## config.mk

```make
export PLATFORM = sky130hd
export DESIGN_NAME = cordic_sweep_ctrl_flat
export DESIGN_NICKNAME = d
export VERILOG_FILES = /design/src/rtl/cordic_sweep_ctrl_if.sv /design/src/rtl/cordic_sweep_ctrl.sv /design/src/flat_wrapper.sv
export SDC_FILE = /design/constraint.sdc
export NUM_CORES = 1
export LEC_CHECK = 0
export ABC_AREA = 1
export BUFFER_PORTS_ARGS = -buffer_cell sky130_fd_sc_hd__buf_2
export CAP_MARGIN = 20
export CORE_MARGIN = 8
export CORE_UTILIZATION = 64
export DETAILED_ROUTE_END_ITERATION = 8
export PLACE_DENSITY = 0.86
export SETUP_SLACK_MARGIN = 0.05
export SLEW_MARGIN = 0
export SYNTH_ARGS = -nofsm -noshare
export SYNTH_HDL_FRONTEND = slang
export SYNTH_SLANG_ARGS = --single-unit
```

## constraint.sdc

```tcl
create_clock -name clk -period 8.9 [get_ports clk]
set_input_delay 0.445 -clock clk [delete_from_list [all_inputs] [get_ports clk]]
set_output_delay 0.445 -clock clk [all_outputs]
set_load 0.005 [all_outputs]
```

## src/rtl/cordic_sweep_ctrl_if.sv

```systemverilog
// Interface bundling the sweep controller's configuration, handshake and
// frequency output signals. The master side configures the sweep and observes
// the results. The slave side is the sweep controller.
interface cordic_sweep_ctrl_if #(
   parameter int FREQ_WIDTH  = 8,
   parameter int DWELL_WIDTH = 16
);
   logic                   start_i;
   logic                   abort_i;
   logic [1:0]             mode_i;
   logic [FREQ_WIDTH-1:0]  f_start_i;
   logic [FREQ_WIDTH-1:0]  f_stop_i;
   logic [FREQ_WIDTH-1:0]  f_step_i;
   logic [DWELL_WIDTH-1:0] dwell_i;
   logic [FREQ_WIDTH-1:0]  freq_o;
   logic                   step_o;
   logic                   busy_o;
   logic                   done_o;
   logic                   err_o;

   modport master (
      output start_i, abort_i, mode_i, f_start_i, f_stop_i, f_step_i, dwell_i,
      input  freq_o, step_o, busy_o, done_o, err_o
   );

   modport slave (
      input  start_i, abort_i, mode_i, f_start_i, f_stop_i, f_step_i, dwell_i,
      output freq_o, step_o, busy_o, done_o, err_o
   );
endinterface

```

## src/rtl/cordic_sweep_ctrl.sv

```systemverilog
// Frequency-sweep sequencer for the DDFS chain. It steps the frequency word
// fed to the angle accumulator from a start value towards a stop value, and
// holds each value for a programmable dwell. Three sweep shapes are supported:
// a single up-ramp, a continuous ramp and a triangle.
module cordic_sweep_ctrl #(
   parameter int FREQ_WIDTH  = 8,
   parameter int DWELL_WIDTH = 16
) (
   input  logic                clk,
   input  logic                rst_n,
   cordic_sweep_ctrl_if.slave  bus
);

   typedef enum logic [1:0] {IDLE, RUN, FINISH} state_t;

   localparam logic [DWELL_WIDTH-1:0] DWELL_ONE = {{(DWELL_WIDTH-1){1'b0}}, 1'b1};

   state_t                 state_q, state_d;
   logic [FREQ_WIDTH-1:0]  freq_q, freq_d;
   logic                   step_q, step_d;
   logic                   err_q, err_d;
   logic                   dir_down_q, dir_down_d;
   logic [DWELL_WIDTH-1:0] cnt_q, cnt_d;
   logic [DWELL_WIDTH-1:0] dwell_q, dwell_d;
   logic [1:0]             mode_q, mode_d;
   logic [FREQ_WIDTH-1:0]  f_start_q, f_start_d;
   logic [FREQ_WIDTH-1:0]  f_stop_q, f_stop_d;
   logic [FREQ_WIDTH-1:0]  f_step_q, f_step_d;

   logic [FREQ_WIDTH:0]    nxt_up;
   logic [FREQ_WIDTH:0]    nxt_dn;
   logic                   up_ok;
   logic                   dn_ok;
   logic [DWELL_WIDTH-1:0] dwell_eff;

   // Candidate next values use one extra bit, so that an overshoot past the
   // top or an undershoot below zero is detected instead of wrapping.
   always_comb begin
      nxt_up    = {1'b0, freq_q} + {1'b0, f_step_q};
      nxt_dn    = {1'b0, freq_q} - {1'b0, f_step_q};
      up_ok     = (nxt_up <= {1'b0, f_stop_q});
      dn_ok     = ($signed(nxt_dn) >= $signed({1'b0, f_start_q}));
      dwell_eff = (bus.dwell_i == '0) ? DWELL_ONE : bus.dwell_i;
   end

   // Next-state logic: start acceptance and config capture, dwell counting,
   // and ramp stepping for each mode. Abort takes priority over a due step.
   always_comb begin
      state_d    = state_q;
      freq_d     = freq_q;
      step_d     = 1'b0;
      err_d      = 1'b0;
      dir_down_d = dir_down_q;
      cnt_d      = cnt_q;
      dwell_d    = dwell_q;
      mode_d     = mode_q;
      f_start_d  = f_start_q;
      f_stop_d   = f_stop_q;
      f_step_d   = f_step_q;
      case (state_q)
         IDLE: begin
            if (bus.start_i) begin
               if ((bus.f_step_i != '0) && (bus.f_start_i <= bus.f_stop_i)) begin
                  state_d    = RUN;
                  freq_d     = bus.f_start_i;
                  step_d     = 1'b1;
                  dir_down_d = 1'b0;
                  dwell_d    = dwell_eff;
                  cnt_d      = dwell_eff - DWELL_ONE;
                  mode_d     = bus.mode_i;
                  f_start_d  = bus.f_start_i;
                  f_stop_d   = bus.f_stop_i;
                  f_step_d   = bus.f_step_i;
               end else begin
                  err_d = 1'b1;
               end
            end
         end
         RUN: begin
            if (bus.abort_i) begin
               state_d = IDLE;
            end else if (cnt_q != '0) begin
               cnt_d = cnt_q - DWELL_ONE;
            end else begin
               cnt_d = dwell_q - DWELL_ONE;
               if (!dir_down_q) begin
                  if (up_ok) begin
                     freq_d = nxt_up[FREQ_WIDTH-1:0];
                     step_d = 1'b1;
                  end else begin
                     case (mode_q)
                        2'b01: begin
                           freq_d = f_start_q;
                           step_d = 1'b1;
                        end
                        2'b10: begin
                           dir_down_d = 1'b1;
                           freq_d     = dn_ok ? nxt_dn[FREQ_WIDTH-1:0] : f_start_q;
                           step_d     = 1'b1;
                        end
                        default: state_d = FINISH;
                     endcase
                  end
               end else begin
                  step_d = 1'b1;
                  if (dn_ok) begin
                     freq_d = nxt_dn[FREQ_WIDTH-1:0];
                  end else begin
                     dir_down_d = 1'b0;
                     freq_d     = up_ok ? nxt_up[FREQ_WIDTH-1:0] : f_start_q;
                  end
               end
            end
         end
         FINISH: state_d = IDLE;
         default: state_d = IDLE;
      endcase
   end

   // State register with synchronous active-low reset.
   always_ff @(posedge clk) begin
      if (!rst_n) begin
         state_q    <= IDLE;
         freq_q     <= '0;
         step_q     <= 1'b0;
         err_q      <= 1'b0;
         dir_down_q <= 1'b0;
         cnt_q      <= '0;
         dwell_q    <= '0;
         mode_q     <= '0;
         f_start_q  <= '0;
         f_stop_q   <= '0;
         f_step_q   <= '0;
      end else begin
         state_q    <= state_d;
         freq_q     <= freq_d;
         step_q     <= step_d;
         err_q      <= err_d;
         dir_down_q <= dir_down_d;
         cnt_q      <= cnt_d;
         dwell_q    <= dwell_d;
         mode_q     <= mode_d;
         f_start_q  <= f_start_d;
         f_stop_q   <= f_stop_d;
         f_step_q   <= f_step_d;
      end
   end

   // Outputs come directly from registers. Busy and done are decoded from the state.
   always_comb begin
      bus.freq_o = freq_q;
      bus.step_o = step_q;
      bus.err_o  = err_q;
      bus.busy_o = (state_q == RUN);
      bus.done_o = (state_q == FINISH);
   end

endmodule

```

## src/flat_wrapper.sv

```systemverilog
// flat-port wrapper written by rule: the top's interface ports become plain ports
module cordic_sweep_ctrl_flat 
#(
   parameter int FREQ_WIDTH  = 8,
   parameter int DWELL_WIDTH = 16
)
  (clk, rst_n, bus_start_i, bus_abort_i, bus_mode_i, bus_f_start_i, bus_f_stop_i, bus_f_step_i, bus_dwell_i, bus_freq_o, bus_step_o, bus_busy_o, bus_done_o, bus_err_o);
  cordic_sweep_ctrl_if #(.FREQ_WIDTH(FREQ_WIDTH), .DWELL_WIDTH(DWELL_WIDTH)) bus_i ();
  input  logic clk;
  input  logic rst_n;
  input wire logic [$bits(bus_i.start_i)-1:0] bus_start_i;
  input wire logic [$bits(bus_i.abort_i)-1:0] bus_abort_i;
  input wire logic [$bits(bus_i.mode_i)-1:0] bus_mode_i;
  input wire logic [$bits(bus_i.f_start_i)-1:0] bus_f_start_i;
  input wire logic [$bits(bus_i.f_stop_i)-1:0] bus_f_stop_i;
  input wire logic [$bits(bus_i.f_step_i)-1:0] bus_f_step_i;
  input wire logic [$bits(bus_i.dwell_i)-1:0] bus_dwell_i;
  output wire logic [$bits(bus_i.freq_o)-1:0] bus_freq_o;
  output wire logic [$bits(bus_i.step_o)-1:0] bus_step_o;
  output wire logic [$bits(bus_i.busy_o)-1:0] bus_busy_o;
  output wire logic [$bits(bus_i.done_o)-1:0] bus_done_o;
  output wire logic [$bits(bus_i.err_o)-1:0] bus_err_o;
  assign bus_i.start_i = bus_start_i;
  assign bus_i.abort_i = bus_abort_i;
  assign bus_i.mode_i = bus_mode_i;
  assign bus_i.f_start_i = bus_f_start_i;
  assign bus_i.f_stop_i = bus_f_stop_i;
  assign bus_i.f_step_i = bus_f_step_i;
  assign bus_i.dwell_i = bus_dwell_i;
  assign bus_freq_o = bus_i.freq_o;
  assign bus_step_o = bus_i.step_o;
  assign bus_busy_o = bus_i.busy_o;
  assign bus_done_o = bus_i.done_o;
  assign bus_err_o = bus_i.err_o;
  cordic_sweep_ctrl #(.FREQ_WIDTH(FREQ_WIDTH), .DWELL_WIDTH(DWELL_WIDTH)) u_core (.clk(clk), .rst_n(rst_n), .bus(bus_i));
endmodule
```

==> results of run 1 <==
## cells in the mapped netlist, types with 2 or more instances
master / n
a211oi_1: 2
a21oi_1: 91
a21oi_2: 3
a31oi_1: 3
buf_2: 9
buf_4: 2
buf_6: 3
clkbuf_1: 13
dfxtp_1: 71
fa_1: 2
ha_1: 42
inv_1: 130
inv_2: 10
nand2_1: 154
nand2_2: 2
nand3_1: 37
nand3_2: 2
nand3b_1: 9
nand4_1: 8
nor2_1: 78
nor2_2: 4
nor2_4: 2
nor3_1: 4
nor4_1: 2
o211ai_1: 2
o21ai_0: 72
o21ai_1: 8
o21ai_2: 3
o21bai_1: 3
xor2_1: 12
## cell families after synthesis
logic type,after synthesis,share of synthesized area (%)
and+or+nand+nor,304,25.5
AOI/OAI and AO/OA,193,20.4
buffers and inverters,168,13.2
DFF,71,27.8
adders and majority gates,44,11.1
xor gates and xnor gates,12,2.05
## state kept, by name (all words and copies together), names as in the netlist
signal	cells
u_core.cnt_q	16
u_core.dwell_q	16
u_core.bus.freq_o	8
u_core.f_start_q	8
u_core.f_step_q	8
u_core.f_stop_q	8
u_core.mode_q	2
u_core.state_q	2
u_core.bus.err_o	1
u_core.bus.step_o	1
u_core.dir_down_q	1
## report_power, final
part           internal, uW  leakage, uW  total, uW  switching, uW
sequential              353     0.000586        374           21.0
clock                   193     0.000119        321            129
combinational           160      0.00215        478            318
total                   706      0.00285       1170            468
## worst paths after layout
path	from	end	slack [ns]	depth (start not counted)
setup / recovery	u_core.bus.freq_o[0]	u_core.bus.freq_o[0]	5.11	22
hold / removal	bus_mode_i[1]	u_core.mode_q[1]	0.34	3
setup reg to reg	u_core.bus.freq_o[0]	u_core.bus.freq_o[0]	5.11	22
hold reg to reg	u_core.dwell_q[10]	u_core.dwell_q[10]	0.46	2
## cell type report
cell class              instances  area share (%)
well taps                     102            2.26
multi-input cells             553            53.6
flip-flops and latches         71            25.2
repair buffers                 58            5.19
inverters                     141            9.41
clock buffers                  10            2.44
clock inverters                 5            1.89
## routing by layer
metal  vias up  share of wire, %  wire [um]  global-route usage, %
li1       2632                 -          -                      -
met1      2398                39       5800                   29.4
met2       231                49       7310                   46.8
met3        62               5.7        841                   3.59
met4         0               5.7        841                   17.9
met5         -                 0          0                      0
## through the flow
stage	util, %	instance area, um^2	hold slack (ns)	setup WS [ns]	total power, uW
finish	73.0	5640	0.340	5.11	1170
global route	73.0	5640	0.360	4.79	1250
floorplan	-	5120	0.425	5.84	731
global placement	69.8	5400	0.445	5.31	831
CTS	73.0	5640	0.331	5.16	1170
detailed placement	69.8	5400	0.451	5.21	847
## cell usage in the layout (no fill, tap or decap), types with 8 or more instances in the layout
cell,synthesis,routed
dfxtp_1,71,71
nor2_1,78,78
o21ai_0,72,72
inv_1,130,130
ha_1,42,42
nand3b_1,9,9
xor2_1,12,12
buf_2,9,57
a21oi_1,91,91
o21ai_1,8,8
nand2_1,154,154
inv_2,10,10
clkbuf_8,0,10
nand3_1,37,37
nand4_1,8,8
## critical path: stages (launching register included)
cell and delay [ns]:
dfxtp_1 0.39, ha_1 0.20, inv_1 0.07, fa_1 0.43, o31ai_2 0.41, xor2_1 0.19
inv_1 0.10, ha_1 0.31, nand2_1 0.07, nor2_1 0.18, nand2_1 0.08, nand3_1 0.09
nand2_1 0.06, nand2_1 0.05, nand2_1 0.04, nand2_1 0.05, nand2_1 0.08, nand2_4 0.12
nand3_2 0.11, a21oi_4 0.38, nor2_1 0.09, nand2_1 0.10, a21oi_1 0.06
==> results by group, run 1 <==
Outcome
  – Status: finished clean

STA
  – Slew Viols, Final: 0
  – Final Critical Period: 3.79 ns
  – Final hold violation count: 0
  – Total negative setup slack: 0 ns
  – Final Cycle Share: 42.6%
  – Skew final: 0.00866 ns
  – Least-Margin Pin Slew: 1.06 ns
  – Peak Freq: 0.264 GHz
  – Final Setup Violations: 0
  – Slew HR: 29.1%
  – RSZ-0062 raised after global routing: no

GRT
  – Largest net degree at the start of global routing: 58
  – Vias in the first global route: 5217
  – Initial antenna violation count: 0
  – Total gr overflow: 0
  – Global Route Usage Sum: 26.6%
  – First-pass GRT wire length: 24400 um

Drt
  – DRT Wirelength: 14800 um
  – Routed Antenna Nets: 0
  – First-pass DRT Iterations: 4
  – Wire per inst: 15.7 um
  – Vias: 5323
  – Vias/cell: 5.66
  – # DRC: 0
  – Iter 0 DRT Violations: 405

CTS
  – CTS Hold Bufs: 0
  – Root Driver: clkbuf_8
  – Post-CTS resize count: 0
  – Post-CTS Setup Repair Bufs: 0
  – H-Tree Depth: 3
  – CTS tree: yes
  – Clk slew on worst S/H paths: 0.08 ns
  – CTS buffer count: 9
  – Count of clock tree sinks: 71
  – Clk_lat worst skew: 0.35 ns
  – Clock Path Buffers: 2

Die
  – Die height: 105 um
  – Initial core utilization: 66.2%
  – Die X-Extent: 105 um
  – Top Ports: 58
  – Row count: 32
  – Core footprint: 7730 um^2
  – Full die area: 11100 um^2

Power
  – Lkg Pwr: 0.00285 uW
  – Power density over cell area: 208 nW/um^2
  – VDD IR max: 0.0985 mV

Finish
  – Fill cells: 667
  – Multi-input gate area: 3020 um^2
  – Synth-to-Final Area Change: 10.2%
  – Ratio of cells with drive above 1 in the final layout: 12.5%
  – FF/Latch Area: 1420 um^2
  – N_diodes: 0
  – Finished Layout Cells: 940
  – Final nets: 924

Setup path
  – Crit. End Element: register
  – Crit path arrival time: 4.00 ns
  – CP max FO: 10
  – Setup crit start kind: register
  – CP Data Required Time: 9.11 ns
  – Crit Path Category: register to register

Synthesis
  – Largest cells by area after synthesis: dfxtp_1 (28%), nand2_1 (11%), ha_1 (10%)
  – Syn Nets: 882
  – Mean Syn Cell Area: 6.46 um^2
  – Gate Count Post-Synth: 792
  – Share of synthesized flip-flops with an asynchronous set or reset: 0%
  – Post-Syn Area: 5120 um^2
  – Yosys cell types: 39
  – Area share of the largest cell type after synthesis: 27.8%
  – Cell taking the most area after synthesis: dfxtp_1
  – EDFF count, synth: 0
  – Seq/Total Area, Yosys: 27.8%
  – Main synth FF type: dfxtp_1
  – Synthesis Warnings: 0
  – Synthesis-stage register bit count: 71

Placed design
  – Routability Congestion: 0.958
  – I/O Buffers: 57
  – DP Cell Count: 925
  – Detail Placement HPWL: 11200 um

Flow run
  – Max Cap Viol: 0

Min path
  – HP Class: input pin to register
(Power assumes the default switching activity.)
==> run 2, diff against run 1 <==
--- a/config.mk
+++ b/config.mk
@@ -5,13 +5,13 @@
 export SDC_FILE = /design/constraint.sdc
 export NUM_CORES = 1
 export LEC_CHECK = 0
-export ABC_AREA = 1
+export ABC_AREA = 0
 export BUFFER_PORTS_ARGS = -buffer_cell sky130_fd_sc_hd__buf_2
 export CAP_MARGIN = 20
 export CORE_MARGIN = 8
-export CORE_UTILIZATION = 64
+export CORE_UTILIZATION = 54
 export DETAILED_ROUTE_END_ITERATION = 8
-export PLACE_DENSITY = 0.86
+export PLACE_DENSITY = 0.78
 export SETUP_SLACK_MARGIN = 0.05
 export SLEW_MARGIN = 0
 export SYNTH_ARGS = -nofsm -noshare
==> constraint.sdc (replaced) <==
create_clock -name clk -period 3.2 [get_ports clk]
set_input_delay 0.16 -clock clk [delete_from_list [all_inputs] [get_ports clk]]
set_output_delay 0.16 -clock clk [all_outputs]
set_load 0.005 [all_outputs]
==> results by group, run 2 <==
Synthesis
  – Compound-Gate Fraction of Synth Area: 23.6% (was 20.4%)
  – EDFF count, synth: 0 (unchanged)
  – Most frequent cell after synthesis: dfxtp_1 (was nand2_1)
  – Synthesis-stage register bit count: 71 (unchanged)
  – Gate Count Post-Synth: 602 (was 792)
  – Mean Syn Cell Area: 8.37 um^2 (was 6.46 um^2)
  – Largest cells by area after synthesis: dfxtp_1 (28%), ha_1 (10%), mux2i_1 (6.8%) (was dfxtp_1 (28%), nand2_1 (11%), ha_1 (10%))
  – Cell taking the most area after synthesis: dfxtp_1 (unchanged)
  – Post-Syn Area: 5040 um^2 (was 5120 um^2)
  – Area share of the largest cell type after synthesis: 28.2% (was 27.8%)
  – Largest family of logic cells by synthesized area: compound AO/OA/AOI/OAI gates (was simple AND/OR/NAND/NOR gates)
  – Synth Area in XOR/XNOR: 2.43% (was 2.05%)
  – Simple-Gate Fraction of Synth Area: 21.0% (was 25.6%)
  – Adder-cell share of the synthesized area: 11.2% (was 11.1%)
  – Syn Nets: 692 (was 882)
  – Share of synthesized flip-flops with an asynchronous set or reset: 0% (unchanged)
  – Yosys cell types: 71 (was 39)
  – Most common library cells after synthesis: dfxtp_1 (71), inv_1 (46), ha_1 (42), nor2b_1 (42), nand2_1 (35) (was nand2_1 (154), inv_1 (130), a21oi_1 (91), nor2_1 (78), o21ai_0 (72))
  – Main synth FF type: dfxtp_1 (unchanged)
  – Seq/Total Area, Yosys: 28.2% (was 27.8%)
  – Synthesis Warnings: 0 (unchanged)
  – Post-synthesis mux area share: 6.98% (was 0%)

GRT
  – Initial antenna violation count: 0 (unchanged)
  – Vias in the first global route: 5145 (was 5217)
  – First-pass GRT wire length: 24900 um (was 24400 um)
  – Largest net degree at the start of global routing: 72 (was 58)
  – Global Route Usage Sum: 24.1% (was 26.6%)
  – Total gr overflow: 0 (unchanged)

Setup path
  – Crit path arrival time: 3.90 ns (was 4.00 ns)
  – Buf+Inv Stages, Crit Path: 2 (unchanged)
  – Setup crit start kind: register (unchanged)
  – CP Cell Sequence: inv_1 > ha_1 > nor2b_1 > o21a_1 > o21ai_1 > buf_4 > a21oi_1 > xnor2_1 > ha_1 > and3_4 > a221oi_2 > o21ai_2 > and3_4 > a41oi_4 > o221ai_1 > a31oi_1 (was ha_1 > inv_1 > fa_1 > o31ai_2 > xor2_1 > inv_1 > ha_1 > nand2_1 > nor2_1 > nand2_1 > nand3_1 > nand2_1 > nand2_1 > nand2_1 > nand2_1 > nand2_1 > nand2_4 > nand3_2 > a21oi_4 > nor2_1 > nand2_1 > a21oi_1)
  – Crit Path Category: register to register (unchanged)
  – R2r setup slk: -0.42 ns (was 5.11 ns)
  – Critical Path Start: u_core.f_step_q[1] (was u_core.bus.freq_o[0])
  – CP Data Required Time: 3.48 ns (was 9.11 ns)
  – Critical path's top delay family: compound AO/OA/AOI/OAI gates (was simple AND/OR/NAND/NOR gates)
  – RR Endpoint: u_core.bus.freq_o[4] (was u_core.bus.freq_o[0])
  – CP max FO: 7 (was 10)
  – R2R Path Start: u_core.f_step_q[1] (was u_core.bus.freq_o[0])
  – Reg2reg path depth: 16 (was 22)
  – Crit. End Element: register (unchanged)
  – Max stage delay on crit path: 0.33 ns (was 0.43 ns)
  – Slowest CP cell: dfxtp_1 (was fa_1)

Min path
  – HP Class: input pin to register (unchanged)
  – Hold Path Sink: u_core.mode_q[0] (was u_core.mode_q[1])
  – Worst Hold Launch: bus_mode_i[0] (was bus_mode_i[1])
  – Hold Path Stages: 3 (unchanged)

Drt
  – Uppermost layer routed: met4 (unchanged)
  – Iter 0 DRT Violations: 300 (was 405)
  – M1 WL: 5880 um (was 5800 um)
  – DRT Wirelength: 15300 um (was 14800 um)
  – Routed Antenna Nets: 0 (unchanged)
  – WL met2: 7570 um (was 7310 um)
  – Wire per inst: 18.5 um (was 15.7 um)
  – First-pass DRT Iterations: 5 (was 4)
  – # DRC: 0 (unchanged)
  – Vias/cell: 6.24 (was 5.66)
  – Vias: 5146 (was 5323)
  – Metal3 WL: 934 um (was 841 um)

Die
  – Die X-Extent: 113 um (was 105 um)
  – Die height: 113 um (was 105 um)
  – Initial core utilization: 55.1% (was 66.2%)
  – Full die area: 12700 um^2 (was 11100 um^2)
  – Row count: 35 (was 32)
  – Top Ports: 58 (unchanged)
  – Core footprint: 9150 um^2 (was 7730 um^2)

Finish
  – Finished Layout Cells: 825 (was 940)
  – Post-route cell area: 6400 um^2 (was 5640 um^2)
  – Largest registers: u_core.cnt_q x16, u_core.dwell_q x16 (unchanged)
  – N_diodes: 0 (unchanged)
  – Commonest non-fill, non-tap cell in the layout: dfxtp_1 (was nand2_1)
  – Fill cells: 701 (was 667)
  – Commonest non-fill, non-tap cells in the layout: dfxtp_1 (66), buf_4 (63), buf_2 (57) (was nand2_1 (154), inv_1 (130), a21oi_1 (91))
  – Ratio of cells with drive above 1 in the final layout: 28.3% (was 12.5%)
  – Synth-to-Final Area Change: 27.0% (was 10.2%)
  – Final nets: 800 (was 924)

STA
  – Slew HR: 41.0% (was 29.1%)
  – Final hold violation count: 0 (unchanged)
  – Least-Margin Pin Slew: 0.877 ns (was 1.06 ns)
  – Skew final: 0.00956 ns (was 0.00866 ns)
  – RSZ-0062 raised after global routing: yes (was no)
  – Peak Freq: 0.276 GHz (was 0.264 GHz)
  – Final Setup Violations: 12 (was 0)
  – Final Cycle Share: 113% (was 42.6%)
  – Post-route setup slack: -0.418 ns (was 5.11 ns)
  – Total negative setup slack: -3.88 ns (was 0 ns)
  – Slew Viols, Final: 0 (unchanged)
  – Final Critical Period: 3.62 ns (was 3.79 ns)

CTS
  – Clk_lat worst skew: 0.36 ns (was 0.35 ns)
  – CTS tree: yes (unchanged)
  – Count of clock tree sinks: 71 (unchanged)
  – Clk slew on worst S/H paths: 0.08 ns (about the same)
  – CTS Hold Bufs: 0 (unchanged)
  – CTS buffer count: 9 (unchanged)
  – H-Tree Depth: 3 (unchanged)
  – Root Driver: clkbuf_8 (unchanged)
  – Clock Path Buffers: 2 (unchanged)

Power
  – Power Total: 3440 uW (was 1170 uW)
  – VDD IR max: 0.380 mV (was 0.0985 mV)
  – Power density over cell area: 537 nW/um^2 (was 208 nW/um^2)
  – Lkg Pwr: 0.00274 uW (was 0.00285 uW)

Placed design
  – Detail Placement HPWL: 11000 um (was 11200 um)
  – DP Cell Count: 797 (was 925)
  – Pre-CTS WS: -0.503 ns (was 5.21 ns)
  – Routability Congestion: 0.916 (was 0.958)
  – Placed inst area: 5880 um^2 (was 5400 um^2)
  – I/O Buffers: 57 (unchanged)

Outcome
  – Status: finished with violations (was finished clean)
  – Failing checks: negative setup slack

Flow run
  – Max Cap Viol: 0 (unchanged)
run 2: cell count changes after synthesis, sizes merged, moves of 16 or more:
cell	change
inv	-93
nand3	-25
nand2	-122
mux2i	+34
o21ai	-45
a31oi	+16
nor2	-57
a21oi	-67
nor2b	+42
run 2: area by class of cell:
cell class / count / area, um^2 / share of cell area (%)
Clock buffer: 10 / 138 / 2.15
Clock inverter: 5 / 81.3 / 1.27
Inverter: 47 / 179 / 2.80
Multi-Input combinational cell: 455 / 3590 / 56.1
Sequential cell: 71 / 1430 / 22.3
Tap cell: 111 / 139 / 2.17
Timing Repair Buffer: 126 / 843 / 13.2
run 2: metrics by stage:
stage / util, % / hold slack (ns)
floorplan: - / 0.307
global placement: 64.2 / 0.427
detailed placement: 64.2 / 0.435
CTS: 68.4 / 0.0565
global route: 69.9 / 0.0624
finish: 69.9 / 0.0664
run 2: metal layers:
| layer | up-vias | GRT usage, % |
|---|---|---|
| met5 | - | 0 |
| met2 | 235 | 41.4 |
| met1 | 2414 | 26.6 |
| met3 | 85 | 4.35 |
| li1 | 2412 | - |
| met4 | 0 | 16.7 |
run 2: how the worst max path moves through the flow:
stage	end	slack [ns]	depth (start not counted)
2_1_floorplan	u_core.bus.step_o	-0.13	17
3_3_place_gp	u_core.bus.freq_o[7]	-0.37	15
3_5_place_dp	u_core.bus.freq_o[7]	-0.50	15
4_1_cts	u_core.bus.freq_o[7]	-0.41	15
5_1_grt	u_core.bus.freq_o[3]	-0.64	20
6_report	u_core.bus.freq_o[4]	-0.42	16
run 2: where the power goes:
part           internal, uW  switching [uW]  leakage [uW]
clock                   457             367      0.000109
combinational           754             822       0.00204
sequential              964            74.4      0.000585
total                  2170            1260       0.00274
run 2: worst register-to-register path, cell delays in order, from the launching register on:
cell	delay (ns)
dfxtp_1	0.33
inv_1	0.05
ha_1	0.29
nor2b_1	0.14
o21a_1	0.18
o21ai_1	0.27
buf_4	0.17
a21oi_1	0.07
xnor2_1	0.29
ha_1	0.33
and3_4	0.20
a221oi_2	0.23
o21ai_2	0.12
and3_4	0.19
a41oi_4	0.30
o221ai_1	0.18
a31oi_1	0.20
run 2: timing repair:
action,in CTS,in global routing
cloned,0,1
setup endpoints to repair,12,13
resized for setup,21,16
setup buffers,9,3
pin swaps,23,15
run 2: cells by family (layout without fill, tap and decap cells):
group / after synthesis / count (layout)
compound gates: 168 / 168
xor+xnor: 14 / 14
fa+ha+maj: 44 / 44
buf+inv: 77 / 188
flops: 71 / 71
mux: 35 / 35
simple gates: 193 / 194
==> run 3, diff against run 2 <==
--- a/config.mk
+++ b/config.mk
@@ -13,6 +13,7 @@
 export DETAILED_ROUTE_END_ITERATION = 8
 export PLACE_DENSITY = 0.78
 export SETUP_SLACK_MARGIN = 0.05
+export SKIP_LAST_GASP = 1
 export SLEW_MARGIN = 0
 export SYNTH_ARGS = -nofsm -noshare
 export SYNTH_HDL_FRONTEND = slang
==> results by group, run 3 (same netlist as run 2, synthesis figures left out) <==
STA
  – RSZ-0062 raised after global routing: yes (unchanged)
  – Least-Margin Pin Slew: 0.881 ns (was 0.877 ns)
  – Slew HR: 40.7% (was 41.0%)
  – Final hold violation count: 0 (unchanged)
  – Final Critical Period: 3.63 ns (was 3.62 ns)
  – Slew Viols, Final: 0 (unchanged)
  – Post-route setup slack: -0.426 ns (was -0.418 ns)
  – Skew final: 0.00699 ns (was 0.00956 ns)
  – Peak Freq: 0.276 GHz (about the same)
  – Final Cycle Share: 113% (about the same)
  – Final Setup Violations: 12 (unchanged)

Placed design
  – Pre-CTS WS: -0.503 ns (unchanged)
  – Placed inst area: 5880 um^2 (unchanged)
  – Detail Placement HPWL: 11000 um (unchanged)
  – I/O Buffers: 57 (unchanged)
  – Routability Congestion: 0.916 (unchanged)

Setup path
  – CP max FO: 4 (was 7)
  – Crit Path Category: register to register (unchanged)
  – Crit path arrival time: 3.87 ns (was 3.90 ns)
  – R2R Path Start: u_core.f_step_q[1] (unchanged)
  – Critical Path Start: u_core.f_step_q[1] (unchanged)
  – Crit. End Element: register (unchanged)
  – CP Data Required Time: 3.44 ns (was 3.48 ns)
  – Setup crit start kind: register (unchanged)

Power
  – Sw Ratio: 36.8% (about the same)
  – P_int: 2170 uW (about the same)
  – Combinational power share: 45.8% (about the same)
  – Lkg Pwr: 0.00273 uW (was 0.00274 uW)
  – Power density over cell area: 538 nW/um^2 (was 537 nW/um^2)
  – VDD IR max: 0.380 mV (about the same)
  – Clock share of power: 24.0% (about the same)
  – Register share of total power: 30.2% (about the same)
  – P_sw: 1270 uW (was 1260 uW)

CTS
  – Clk slew on worst S/H paths: 0.08 ns (about the same)
  – Count of clock tree sinks: 71 (unchanged)
  – CTS buffer count: 9 (unchanged)
  – CTS Hold Bufs: 0 (unchanged)
  – Clk_lat worst skew: 0.36 ns (about the same)
  – H-Tree Depth: 3 (unchanged)
  – Root Driver: clkbuf_8 (unchanged)
  – CTS tree: yes (unchanged)
  – Clock Path Buffers: 2 (unchanged)

Finish
  – Fill cells: 702 (was 701)
  – Synth-to-Final Area Change: 26.9% (was 27.0%)
  – Ratio of cells with drive above 1 in the final layout: 28.2% (was 28.3%)
  – Commonest non-fill, non-tap cells in the layout: dfxtp_1 (66), buf_4 (63), buf_2 (57) (unchanged)
  – N_diodes: 0 (unchanged)
  – Post-Route Utilization: 69.9% (about the same)
  – Post-route cell area: 6390 um^2 (was 6400 um^2)
  – Largest registers: u_core.cnt_q x16, u_core.dwell_q x16 (unchanged)
  – Final nets: 800 (unchanged)
  – Commonest non-fill, non-tap cell in the layout: dfxtp_1 (unchanged)

GRT
  – Global Route Usage Sum: 24.1% (unchanged)
  – Largest net degree at the start of global routing: 72 (unchanged)
  – First-pass GRT wire length: 24900 um (unchanged)
  – Total gr overflow: 0 (unchanged)
  – Initial antenna violation count: 0 (unchanged)
  – Vias in the first global route: 5145 (unchanged)

Drt
  – Vias/cell: 6.20 (was 6.24)
  – Wire per inst: 18.6 um (was 18.5 um)
  – Vias: 5116 (was 5146)
  – DRT Wirelength: 15300 um (about the same)
  – Iter 0 DRT Violations: 291 (was 300)
  – Routed Antenna Nets: 0 (unchanged)
  – # DRC: 0 (unchanged)
  – First-pass DRT Iterations: 6 (was 5)

Min path
  – Worst Hold Launch: bus_mode_i[0] (unchanged)
  – HP Class: input pin to register (unchanged)

Die
  – Row count: 35 (unchanged)
  – Die X-Extent: 113 um (unchanged)
  – Full die area: 12700 um^2 (unchanged)
  – Die height: 113 um (unchanged)
  – Top Ports: 58 (unchanged)
  – Core footprint: 9150 um^2 (unchanged)
  – Initial core utilization: 55.1% (unchanged)

Outcome
  – Status: finished with violations (unchanged)
  – Failing checks: negative setup slack (unchanged)

Flow run
  – Max Cap Viol: 0 (unchanged)
run 3: cell counts in the layout (fill, tap and decap cells not counted):
Identical to the previous run, type by type.
run 3: worst max-delay path, stage by stage (launching register included):
cell and delay (ns):
dfxtp_1 0.33, inv_1 0.06, ha_1 0.29, nor2b_1 0.14, o21a_1 0.18, o21ai_1 0.27, buf_4 0.17, a21oi_1 0.07
xnor2_1 0.29, ha_1 0.33, and3_4 0.20, a221oi_2 0.23, o21ai_2 0.12, and3_4 0.19, or4_4 0.42, o2111ai_2 0.10
a31oi_1 0.11
run 3: through the flow:
| step | hold WS [ns] | setup TNS, ns | cells | total power, uW |
|---|---|---|---|---|
| 2_1_floorplan | 0.307 | -1.03 | 602 | 1950 |
| 3_3_place_gp | 0.427 | -3.55 | 797 | 2340 |
| 3_5_place_dp | 0.435 | -4.84 | 797 | 2390 |
| 4_1_cts | 0.0565 | -3.40 | 821 | 3320 |
| 5_1_grt | 0.0624 | -6.07 | 825 | 3620 |
| 6_report | 0.0647 | -3.93 | 825 | 3440 |
run 3: metal layers:
| layer | GRT usage [%] | wire length, um | vias up |
|---|---|---|---|
| met5 | 0 | 0 | - |
| met4 | 16.7 | 850 | 0 |
| met3 | 4.35 | 945 | 76 |
| met2 | 41.4 | 7590 | 236 |
| met1 | 26.6 | 5960 | 2393 |
| li1 | - | - | 2411 |
run 3: repair_timing:
| action | 4_1_cts | 5_1_grt |
|---|---|---|
| pin swaps | 23 | 15 |
| endpoints found under the setup margin | 12 | 13 |
| resized for setup | 21 | 15 |
| setup buffers | 9 | 3 |
| cloned | 0 | 1 |
run 3: final cells by class:
| type | count | area, um^2 | share of cell area, % |
|---|---|---|---|
| Sequential cell | 71 | 1430 | 22.3 |
| Inverter | 47 | 179 | 2.80 |
| Clock inverter | 5 | 81.3 | 1.27 |
| Clock buffer | 10 | 138 | 2.15 |
| Multi-Input combinational cell | 455 | 3590 | 56.1 |
| Timing Repair Buffer | 126 | 843 | 13.2 |
| Tap cell | 111 | 139 | 2.17 |
run 3: power by group through the flow:
stage               Combinational, uW  Sequential, uW  Clock [uW]
CTS                              1450            1040         830
global route                     1700            1050         874
floorplan                         919            1040           0
global placement                 1290            1050           0
detailed placement               1340            1050           0
finish                           1580            1040         826
run 3: path summary, 6_finish.rpt:
kind	slack [ns]	end	cells after the start
hold / removal	0.06	u_core.mode_q[0]	3
setup / recovery	-0.43	u_core.bus.freq_o[7]	16
hold reg to reg	0.52	u_core.dwell_q[0]	1
setup reg to reg	-0.43	u_core.bus.freq_o[7]	16
